`src/rtl/seg_pkg.sv`:
```
// Shared character codes, glyph patterns and font lookup for the seven-segment
// scan driver. Glyph bit order is {dp,a,b,c,d,e,f,g}, active-high.
package seg_pkg;

    localparam int CHAR_W_DEF = 6;

    localparam logic [CHAR_W_DEF-1:0]
        CH_0 = 6'd0,  CH_1 = 6'd1,  CH_2 = 6'd2,  CH_3 = 6'd3,  CH_4 = 6'd4,
        CH_5 = 6'd5,  CH_6 = 6'd6,  CH_7 = 6'd7,  CH_8 = 6'd8,  CH_9 = 6'd9,
        CH_A = 6'd10, CH_B = 6'd11, CH_C = 6'd12, CH_D = 6'd13, CH_E = 6'd14,
        CH_F = 6'd15, CH_G = 6'd16, CH_H = 6'd17, CH_I = 6'd18, CH_J = 6'd19,
        CH_K = 6'd20, CH_L = 6'd21, CH_M = 6'd22, CH_N = 6'd23, CH_O = 6'd24,
        CH_P = 6'd25, CH_Q = 6'd26, CH_R = 6'd27, CH_S = 6'd28, CH_T = 6'd29,
        CH_U = 6'd30, CH_V = 6'd31, CH_W = 6'd32, CH_X = 6'd33, CH_Y = 6'd34,
        CH_Z = 6'd35, CH_BLANK = 6'd36, CH_DASH = 6'd37;

    // Letters are approximations; lower-case shapes where upper-case is ambiguous.
    localparam logic [7:0]
        G_0 = 8'h7E, G_1 = 8'h30, G_2 = 8'h6D, G_3 = 8'h79, G_4 = 8'h33,
        G_5 = 8'h5B, G_6 = 8'h5F, G_7 = 8'h70, G_8 = 8'h7F, G_9 = 8'h7B,
        G_A = 8'h77, G_B = 8'h1F, G_C = 8'h4E, G_D = 8'h3D, G_E = 8'h4F,
        G_F = 8'h47, G_G = 8'h5E, G_H = 8'h37, G_I = 8'h06, G_J = 8'h3C,
        G_K = 8'h57, G_L = 8'h0E, G_M = 8'h54, G_N = 8'h15, G_O = 8'h7E,
        G_P = 8'h67, G_Q = 8'h73, G_R = 8'h05, G_S = 8'h5B, G_T = 8'h0F,
        G_U = 8'h3E, G_V = 8'h1C, G_W = 8'h2A, G_X = 8'h37, G_Y = 8'h3B,
        G_Z = 8'h6D, G_BLANK = 8'h00, G_DASH = 8'h01;

    function automatic logic [7:0] font_lookup(input logic [CHAR_W_DEF-1:0] code);
        case (code)
            CH_0: font_lookup = G_0;  CH_1: font_lookup = G_1;  CH_2: font_lookup = G_2;
            CH_3: font_lookup = G_3;  CH_4: font_lookup = G_4;  CH_5: font_lookup = G_5;
            CH_6: font_lookup = G_6;  CH_7: font_lookup = G_7;  CH_8: font_lookup = G_8;
            CH_9: font_lookup = G_9;  CH_A: font_lookup = G_A;  CH_B: font_lookup = G_B;
            CH_C: font_lookup = G_C;  CH_D: font_lookup = G_D;  CH_E: font_lookup = G_E;
            CH_F: font_lookup = G_F;  CH_G: font_lookup = G_G;  CH_H: font_lookup = G_H;
            CH_I: font_lookup = G_I;  CH_J: font_lookup = G_J;  CH_K: font_lookup = G_K;
            CH_L: font_lookup = G_L;  CH_M: font_lookup = G_M;  CH_N: font_lookup = G_N;
            CH_O: font_lookup = G_O;  CH_P: font_lookup = G_P;  CH_Q: font_lookup = G_Q;
            CH_R: font_lookup = G_R;  CH_S: font_lookup = G_S;  CH_T: font_lookup = G_T;
            CH_U: font_lookup = G_U;  CH_V: font_lookup = G_V;  CH_W: font_lookup = G_W;
            CH_X: font_lookup = G_X;  CH_Y: font_lookup = G_Y;  CH_Z: font_lookup = G_Z;
            CH_DASH: font_lookup = G_DASH;
            default: font_lookup = G_BLANK;
        endcase
    endfunction

endpackage

```
`src/rtl/seg_scan_timer.sv`:
```
// Digit-slot prescaler and scan index. After reset the scan is idle (no digit
// selected); the first prescaler wrap enters digit 0, later wraps advance it.
// step pulses in the first cycle of every slot (the cycle the index is new);
// frame_wrap is the combinational "next edge wraps N-1 -> 0" strobe and
// frame_tick is its registered one-cycle pulse.
module seg_scan_timer #(
    parameter int NUM_DIGITS  = 4,
    parameter int REFRESH_DIV = 100000,
    parameter int IDX_W       = (NUM_DIGITS > 1) ? $clog2(NUM_DIGITS) : 1
) (
    input  logic             clk,
    input  logic             reset,
    output logic [IDX_W-1:0] scan_idx,
    output logic             step,
    output logic             frame_wrap,
    output logic             frame_tick
);
    localparam int PRE_W = (REFRESH_DIV > 1) ? $clog2(REFRESH_DIV) : 1;

    logic [PRE_W-1:0] pre_cnt;
    logic             running;
    logic             terminal;

    assign terminal   = (pre_cnt == PRE_W'(REFRESH_DIV - 1));
    assign frame_wrap = terminal && running && (scan_idx == IDX_W'(NUM_DIGITS - 1));

    // prescaler, scan index advance and slot/frame pulses
    always_ff @(posedge clk or posedge reset) begin
        if (reset) begin
            pre_cnt    <= '0;
            scan_idx   <= '0;
            running    <= 1'b0;
            step       <= 1'b0;
            frame_tick <= 1'b0;
        end else begin
            step       <= terminal;
            frame_tick <= frame_wrap;
            if (terminal) begin
                pre_cnt <= '0;
                if (!running)
                    running <= 1'b1;
                else if (scan_idx == IDX_W'(NUM_DIGITS - 1))
                    scan_idx <= '0;
                else
                    scan_idx <= scan_idx + IDX_W'(1);
            end else begin
                pre_cnt <= pre_cnt + PRE_W'(1);
            end
        end
    end

endmodule

```
`src/rtl/seg_scan_driver.sv`:
```
// Time-multiplexed seven-segment driver with a message buffer, static and
// scroll modes. Optional macro SEG_BLINK_EN adds a per-digit blink mask
// driven by a 5-bit frame counter (16 frames on, 16 off).
module seg_scan_driver
    import seg_pkg::*;
#(
    parameter int NUM_DIGITS  = 4,
    parameter int MSG_LEN     = 8,
    parameter int CHAR_W      = 6,
    parameter int REFRESH_DIV = 100000,
    parameter int SCROLL_DIV  = 250
) (
    input  logic                         clk,
    input  logic                         reset,
    input  logic                         load,
    input  logic [MSG_LEN*CHAR_W-1:0]    msg,
    input  logic [$clog2(MSG_LEN+1)-1:0] msg_len,
    input  logic                         scroll_en,
`ifdef SEG_BLINK_EN
    input  logic [NUM_DIGITS-1:0]        blink_mask,
`endif
    output logic [7:0]                   seg,
    output logic [NUM_DIGITS-1:0]        an,
    output logic                         frame_tick
);
    localparam int LEN_W = $clog2(MSG_LEN + 1);
    localparam int SUM_W = LEN_W + 1;
    localparam int IDX_W = (NUM_DIGITS > 1) ? $clog2(NUM_DIGITS) : 1;
    localparam int SCR_W = (SCROLL_DIV > 1) ? $clog2(SCROLL_DIV) : 1;
    localparam logic [CHAR_W-1:0] BLANK_CODE = CHAR_W'(CH_BLANK);

    logic [IDX_W-1:0]  scan_idx;
    logic              step;
    logic              frame_wrap;

    logic [CHAR_W-1:0] buf_q [MSG_LEN];
    logic [LEN_W-1:0]  len_q;
    logic [LEN_W-1:0]  offset_q;
    logic [SCR_W-1:0]  scr_cnt_q;

    logic              scroll_act;
    logic              scr_last;
    logic [SUM_W-1:0]  sum;
    logic [SUM_W-1:0]  ch_idx;
    logic              ch_vis;
    logic [CHAR_W-1:0] ch;
    logic [7:0]        glyph;
    logic              blank_now;

    seg_scan_timer #(
        .NUM_DIGITS (NUM_DIGITS),
        .REFRESH_DIV(REFRESH_DIV),
        .IDX_W      (IDX_W)
    ) u_timer (
        .clk       (clk),
        .reset     (reset),
        .scan_idx  (scan_idx),
        .step      (step),
        .frame_wrap(frame_wrap),
        .frame_tick(frame_tick)
    );

    assign scroll_act = scroll_en && (len_q > LEN_W'(NUM_DIGITS));
    assign scr_last   = (scr_cnt_q == SCR_W'(SCROLL_DIV - 1));

    // message buffer, stored length, scroll counter and offset; load has priority
    always_ff @(posedge clk or posedge reset) begin
        if (reset) begin
            for (int k = 0; k < MSG_LEN; k++) buf_q[k] <= BLANK_CODE;
            len_q     <= '0;
            offset_q  <= '0;
            scr_cnt_q <= '0;
        end else if (load) begin
            for (int k = 0; k < MSG_LEN; k++) buf_q[k] <= msg[k*CHAR_W +: CHAR_W];
            len_q     <= (msg_len > LEN_W'(MSG_LEN)) ? LEN_W'(MSG_LEN) : msg_len;
            offset_q  <= '0;
            scr_cnt_q <= '0;
        end else begin
            // stepping on frame_wrap lands the new offset on digit 0 of the new frame
            if (frame_wrap)
                scr_cnt_q <= scr_last ? '0 : scr_cnt_q + SCR_W'(1);
            if (!scroll_act)
                offset_q <= '0;
            else if (frame_wrap && scr_last)
                offset_q <= (offset_q == len_q - LEN_W'(1)) ? '0 : offset_q + LEN_W'(1);
        end
    end

    // character index and code for the digit currently being scanned
    always_comb begin
        sum    = SUM_W'(offset_q) + SUM_W'(scan_idx);
        ch_idx = SUM_W'(scan_idx);
        ch_vis = SUM_W'(scan_idx) < SUM_W'(len_q);
        if (scroll_act) begin
            ch_idx = (sum >= SUM_W'(len_q)) ? sum - SUM_W'(len_q) : sum;
            ch_vis = 1'b1;
        end
        ch = BLANK_CODE;
        for (int k = 0; k < MSG_LEN; k++)
            if (ch_idx == SUM_W'(k)) ch = buf_q[k];
        if (!ch_vis) ch = BLANK_CODE;
        glyph = font_lookup(CHAR_W_DEF'(ch));
    end

`ifdef SEG_BLINK_EN
    logic [4:0] fcnt_q;

    // frame counter whose bit 4 gates blinking digits off
    always_ff @(posedge clk or posedge reset) begin
        if (reset)           fcnt_q <= '0;
        else if (load)       fcnt_q <= '0;
        else if (frame_wrap) fcnt_q <= fcnt_q + 5'd1;
    end

    assign blank_now = blink_mask[scan_idx] & fcnt_q[4];
`else
    assign blank_now = 1'b0;
`endif

    // registered outputs, refreshed once at the start of each digit slot
    always_ff @(posedge clk or posedge reset) begin
        if (reset) begin
            seg <= '0;
            an  <= '0;
        end else if (step) begin
            an  <= NUM_DIGITS'(1) << scan_idx;
            seg <= blank_now ? 8'h00 : glyph;
        end
    end

endmodule
```
`config.mk`:
```
export PLATFORM = sky130hd
export DESIGN_NAME = seg_scan_driver
export DESIGN_NICKNAME = d
export VERILOG_FILES = /design/src/rtl/seg_pkg.sv /design/src/rtl/seg_scan_timer.sv /design/src/rtl/seg_scan_driver.sv
export SDC_FILE = /design/constraint.sdc
export NUM_CORES = 1
export LEC_CHECK = 0
export BUFFER_PORTS_ARGS = -buffer_cell sky130_fd_sc_hd__buf_2
export CORE_MARGIN = 2
export CORE_UTILIZATION = 40
export CTS_CLUSTER_SIZE = 10
export DETAILED_ROUTE_END_ITERATION = 8
export HOLD_SLACK_MARGIN = 0.08
export SLEW_MARGIN = 10
export SYNTH_ARGS = -nofsm -noshare
export SYNTH_HDL_FRONTEND = slang
export SYNTH_SLANG_ARGS = --single-unit
```
`constraint.sdc`:
```
create_clock -name clk -period 5.2 [get_ports clk]
set_clock_uncertainty 0.15 [all_clocks]
set_input_delay 0.78 -clock clk [delete_from_list [all_inputs] [get_ports clk]]
set_output_delay 0.78 -clock clk [all_outputs]
set_load 0.005 [all_outputs]
```
==> metrics.yaml, run 1 <==
wl_met1_um: 6510
route.met3.wl_um: 507
syn_to_final_growth_pct: 14.9
vdd_drop_max_v: 0.000217
cts_tree: "built"
initial_core_util: 0.408
grt_pass1_wl_um: 20700
grt_remaining_overflow: 0
layout_common_cells: "dfrtp_1, buf_2, mux2_2"
grt_max_degree: 61
cts_sinks: 97
cpPeakStageDelay_ns: 0.47
cts_buffers: 9
drc_errors: 0
synthSimpleGateAreaFrac: 0.142
hp-class: "register to register"
crit_buf_inv: 0
crit_chain: "ha_1 -> a21o_1 -> a21boi_0 -> a21o_1 -> ha_1 -> a41oi_2 -> nand2_1 -> a211o_1 -> a221oi_2 -> and4bb_2 -> a32oi_1 -> a221o_1 -> and2_1 -> o311ai_2 -> o31ai_1 -> a311oi_2"
hold_buffers: 0
syn-num-nets: 622
cp_top_family: "compound AO/OA/AOI/OAI gates"
routed-via-count: 4216
rsz0062_at_grt: "no"
rows: 43
fin_nets: 685
seq_area_frac_synth: 0.434
grt_usage: 0.179
setup_ws_ns: 0.308
dr.pass1.iters: 4
cts-resized-gates: 0
yosysWarnings: 0
hold_violations: 0
io_buffer_count: 67
maxSlewViolCount: 0
worstPathRequired_ns: 5.32
synthAdderAreaFrac: 0.0581
syn-cell-area_sq_mm: 0.00564
wl_per_cell_um: 16.1
die_w_um: 123
synth_seq_cells: 97
max_slew_margin: 0.515
dp_slack_ns: 0.304
slowest_stage: "dfrtp_1"
cts_root_buf: "clkbuf_16"
antenna_found_initial: 0
synth_cells: 541
fin_crit_ns: 4.89
clk_pin_slew_worst_paths_ns: 0.07
cp.arrival_ns: 5.01
start_kind: "register"
cts.path.max_buffers: 2
leakage_nw: 2.87
drtIter0Drc: 278
setup_viol: 0
grt_pass1_vias: 4096
worst-setup-path-type: "register to register"
synthXorXnorAreaFrac: 0.0482
fmax_mhz: 204
globalplace.congestion: 0.872
tightest_slew_ns: 0.727
highest_layer: "met4"
die_h_um: 123
cts_setup_buffers: 0
synth_top_family_by_area: "compound AO/OA/AOI/OAI gates"
hpwl_um: 9520
drive_gt1_frac: 0.302
synth_compound_area_frac: 0.151
core_sq_mm: 0.0138
antenna_cells: 0
worstSkewPairLatency_ns: 0.36
layout_commonest_cell: "dfrtp_1"
dieArea_sq_mm: 0.0151
end_kind: "register"
p_per_area_mw_per_mm2: 306
route.met2.wl_um: 5400
cts_max_level: 3
synth_edf_count: 0
muxShareOfSynthArea: 0.128
routed_wl_um: 12700
crit_fanout: 18
io_pins: 69
antenna_left: 0
ys_types: 74
outcome: "finished clean"
routed_via_density: 5.34
fin_crit_sh: 0.941
avgSynthCellArea_sq_um: 10.4
synthFlopType: "dfrtp_1"
maxCapViolations: 0
synthArstFlopShare: 1.00
fin_setup_tns_ns: 0
Yosys cell counts, drive strengths merged, types with 3 or more instances:
cell type / n / area, sq um
dfrtp: 81 / 2030
mux2: 50 / 563
nor2: 47 / 181
nand2: 43 / 161
ha: 23 / 288
inv: 23 / 86.3
a21oi: 19 / 98.9
o21ai: 19 / 98.8
nand3: 17 / 90.1
dfstp: 16 / 420
mux2i: 16 / 160
xor2: 16 / 140
buf: 15 / 90.1
xnor2: 15 / 131
clkbuf: 10 / 37.5
nand4: 10 / 62.6
o211ai: 10 / 75.1
a31oi: 7 / 43.8
and2: 7 / 46.3
nor3: 7 / 40.0
a211oi: 6 / 45.0
a21o: 6 / 45.0
nor2b: 6 / 45.0
and3: 5 / 31.3
nor4: 5 / 46.3
or3: 5 / 31.3
a22oi: 4 / 30.0
o22ai: 4 / 31.3
o31ai: 4 / 30.0
a221oi: 3 / 32.5
nand2b: 3 / 18.8
o221ai: 3 / 26.3
where the power goes:
group | switching, mW | internal (mW)
Clock | 0.308 | 0.427
Combinational | 0.245 | 0.170
Sequential | 0.0262 | 0.803
flip-flops by register name, summed over array words and instances, names as in the netlist, 2 cells and up:
name	count
len_q	4
seg	7
an	4
offset_q	4
u_timer.pre_cnt	17
buf_q	48
u_timer.scan_idx	2
scr_cnt_q	8
per-stage QoR:
| step | hold slack (ns) | std cells | util | area [sq um] | power, mW |
|---|---|---|---|---|---|
| finish | 0.324 | 789 | 0.468 | 6480 | 1.98 |
| global route | 0.356 | 789 | 0.468 | 6480 | 2.09 |
| CTS | 0.331 | 789 | 0.468 | 6470 | 2.00 |
| detailed placement | 0.318 | 773 | 0.445 | 6150 | 1.26 |
| global placement | 0.309 | 773 | 0.445 | 6150 | 1.26 |
| floorplan | 0.289 | 541 | - | 5640 | 1.15 |
worst register-to-register path, stage by stage (launching register included):
cell	delay (ns)
dfrtp_1	0.47
ha_1	0.32
a21o_1	0.21
a21boi_0	0.29
a21o_1	0.13
ha_1	0.30
a41oi_2	0.23
nand2_1	0.18
a211o_1	0.28
a221oi_2	0.28
and4bb_2	0.42
a32oi_1	0.09
a221o_1	0.35
and2_1	0.39
o311ai_2	0.37
o31ai_1	0.12
a311oi_2	0.23
logic make-up (layout without fill, tap and decap cells):
kind of cell    count (synthesis)  count (layout)
compound gates                113             113
xor+xnor                       31              31
fa+ha+maj                      25              25
buf+inv                        48             116
flops                          97              97
mux                            66              66
other cells                     1               1
simple gates                  160             160
layout make-up:
class                      count  area (sq um)
fill                        1314          7350
multi-input combinational    396          2980
sequential                    97          2450
timing repair buffer          77           410
clock buffer                   9           225
tap                          180           225
clock inverter                 7           101
inverter                      23          88.8
final timing paths:
check	start	end	slack, ns	cells after the start
min in group asynchronous	reset	buf_q[46]$_DFFE_PP0P_	0.40	2
setup / recovery	u_timer.scan_idx[1]$_DFFE_PP0P_	seg[2]$_DFFE_PP0P_	0.31	16
max in group asynchronous	reset	u_timer.frame_tick$_DFF_PP0_	3.54	3
hold / removal	u_timer.pre_cnt[4]$_DFF_PP0_	u_timer.pre_cnt[4]$_DFF_PP0_	0.32	1
setup reg to reg	u_timer.scan_idx[1]$_DFFE_PP0P_	seg[2]$_DFFE_PP0P_	0.31	16
hold reg to reg	u_timer.pre_cnt[4]$_DFF_PP0_	u_timer.pre_cnt[4]$_DFF_PP0_	0.32	1
metal layers:
metal,up-vias,global-route usage
li1,2080,-
met1,2031,0.263
met2,83,0.252
met3,22,0.0395
met4,0,0.0769
met5,-,0
Note: power is estimated with default switching activity, not from simulation.
==> run 2: changes to the inputs <==
- CORE_UTILIZATION: 40 -> 55
- PLACE_DENSITY: not set -> 0.76
==> run 2 against run 1 <==
Compared with the run above:
- utilization increased by 17 points
- critical endpoint is now seg[5]$_DFFE_PP0P_
- final area decreased by 2.6%
- die area decreased by 26%
- sequential share of layout area increased by 1.0 points
- power decreased by 10%
- sequential cell count unchanged
- routed wire length decreased by 3.0%
- combinational power about the same
- critical path type unchanged
- global-route usage increased by 5.4 points
- register-to-register slack got worse by 0.06 ns
- via count increased by 2.5%
==> metrics.yaml, run 2 (synthesis gave the netlist of run 1 again) <==
fin_nets: 684  # -0.15%
worstPathRequired_ns: 5.28  # -0.04 ns
grt_max_degree: 65  # +6.6%
cts.path.max_buffers: 2  # unchanged
dieArea_sq_mm: 0.0111  # -26%
grt_pass1_wl_um: 20800  # about the same
dpl_cell_area_sq_mm: 0.00607  # -1.3%
wl_per_cell_um: 16.6  # +3.3%
fin_setup_tns_ns: 0  # unchanged
rsz0062_at_grt: "no"
maxSlewViolCount: 0  # unchanged
p_switching_mw: 0.558  # -3.8%
fin_crit_sh: 0.952  # +0.0111
routed_wl_um: 12300  # -3.0%
leakage_nw: 2.80  # -2.3%
setup_ws_ns: 0.250  # -0.0580 ns
antenna_left: 0  # unchanged
reg2reg_depth: 17  # +1
setup_viol: 0  # unchanged
layout_commonest_cell: "dfrtp_1"
antenna_cells: 0  # unchanged
cts_root_buf: "clkbuf_8"
drive_gt1_frac: 0.303  # +0.000497
pwr-share-comb: 0.234  # +0.024
outcome: "finished clean"
syn_to_final_growth_pct: 11.9
io_pins: 69  # unchanged
p_seq_frac: 0.468  # +0.049
initial_core_util: 0.572  # +0.164
p_per_area_mw_per_mm2: 281  # -8.0%
max_slew_margin: 0.283  # -0.232
cts_sinks: 97  # unchanged
hpwl_um: 9000  # -5.5%
die_w_um: 105  # -14%
rows: 36  # -16%
largest_reg_flops: 48  # unchanged
grt_usage: 0.233  # +0.0538
regMostFlops: "buf_q"
fin_crit_ns: 4.95  # +0.0580 ns
dp_slack_ns: 0.220  # -0.0844 ns
antenna_found_initial: 0  # unchanged
start_kind: "register"
fill_cells: 775  # -41%
worst-setup-path-type: "register to register"
die_h_um: 105  # -14%
drc_errors: 0  # unchanged
fin_util: 0.639  # +0.171
power.internal_mw: 1.21  # -13%
clk_pin_slew_worst_paths_ns: 0.11  # +0.04 ns
routed_via_density: 5.83  # +9.1%
crit_fanout: 14  # -4
layout_common_cells: "dfrtp_1, buf_2, mux2_2"
end_kind: "register"
hp-class: "register to register"
switching_share: 0.315  # +0.0220
fmax_mhz: 202  # -1.2%
register_area_sq_mm: 0.00245  # unchanged
multi_input_area_sq_mm: 0.00299  # +0.34%
cts_tree: "built"
globalplace.congestion: 0.936  # +7.4%
grt_remaining_overflow: 0  # unchanged
core_sq_mm: 0.00986  # -29%
routed-via-count: 4321  # +2.5%
cts_max_level: 3  # unchanged
top_regs: "buf_q: 48 flops, u_timer.pre_cnt: 17 flops, scr_cnt_q: 8 flops"
hold_violations: 0  # unchanged
maxCapViolations: 0  # unchanged
drtIter0Drc: 224  # -19%
tightest_slew_ns: 1.08  # +0.348 ns
io_buffer_count: 67  # unchanged
vdd_drop_max_v: 0.000191  # -12%
dr.pass1.iters: 5  # +1
hold_buffers: 0  # unchanged
grt_pass1_vias: 4164  # +1.7%
min_path_cells: 1  # unchanged
clockPowerShare: 0.297  # -0.075
cp.arrival_ns: 5.03  # +0.02 ns
design_area_sq_mm: 0.00631  # -2.6%
worstSkewPairLatency_ns: 0.38  # +0.02 ns
cts_buffers: 9  # unchanged
## run 2: final timing paths
check | startpoint | endpoint | slack, ns
setup reg to reg | u_timer.scan_idx[0]$_DFFE_PP0P_ | seg[5]$_DFFE_PP0P_ | 0.25
min in group asynchronous | reset | buf_q[19]$_DFFE_PP0P_ | 0.47
hold reg to reg | u_timer.pre_cnt[4]$_DFF_PP0_ | u_timer.pre_cnt[4]$_DFF_PP0_ | 0.32
setup / recovery | u_timer.scan_idx[0]$_DFFE_PP0P_ | seg[5]$_DFFE_PP0P_ | 0.25
hold / removal | u_timer.pre_cnt[4]$_DFF_PP0_ | u_timer.pre_cnt[4]$_DFF_PP0_ | 0.32
max in group asynchronous | reset | buf_q[29]$_DFFE_PP1P_ | 3.40
## run 2: final cells by class
type | instances | share of cell area
Inverter | 23 | 0.0139
Multi-Input combinational cell | 396 | 0.474
Timing Repair Buffer | 76 | 0.0639
Tap cell | 133 | 0.0264
Clock inverter | 6 | 0.0119
Sequential cell | 97 | 0.388
Clock buffer | 10 | 0.0218
## run 2: metal layers
layer,wire length (um),part of all wire,track usage
met2,5610,0.46,0.344
met3,634,0.051,0.0445
met5,0,0,0
met1,5940,0.48,0.352
met4,127,0.010,0.0590
## run 2: worst max-delay path: stages, from the launching register on
cell      delay [ns]
dfrtp_1         0.47
ha_1            0.26
fa_1            0.42
xor2_1          0.27
ha_1            0.33
a41oi_2         0.23
nand2_1         0.18
o211ai_1        0.22
buf_4           0.16
nand3_2         0.29
mux2i_1         0.34
o221ai_1        0.19
o22ai_2         0.34
ha_1            0.33
nor2b_1         0.19
o21ai_0         0.13
a31oi_1         0.20
a31oi_1         0.10
## run 2: power by group through the flow
stage	sequential, mW	combinational [mW]	clock [mW]
3_5_place_dp	0.844	0.404	0
5_1_grt	0.836	0.455	0.577
6_report	0.830	0.415	0.527
3_3_place_gp	0.843	0.403	0
4_1_cts	0.831	0.406	0.543
2_1_floorplan	0.831	0.317	0
## run 2: stage by stage
stage                     hold WS (ns)  std cells  power, mW
after floorplan                  0.289        541       1.15
after global placement           0.306        723       1.25
after detailed placement         0.310        723       1.25
after CTS                        0.323        739       1.78
after global routing             0.373        741       1.87
final                            0.322        741       1.77
## run 2: repair_timing
item                                    4_1_cts  5_1_grt
setup buffers                                 0        2
resized for setup                             0        5
endpoints found under the setup margin        0        6
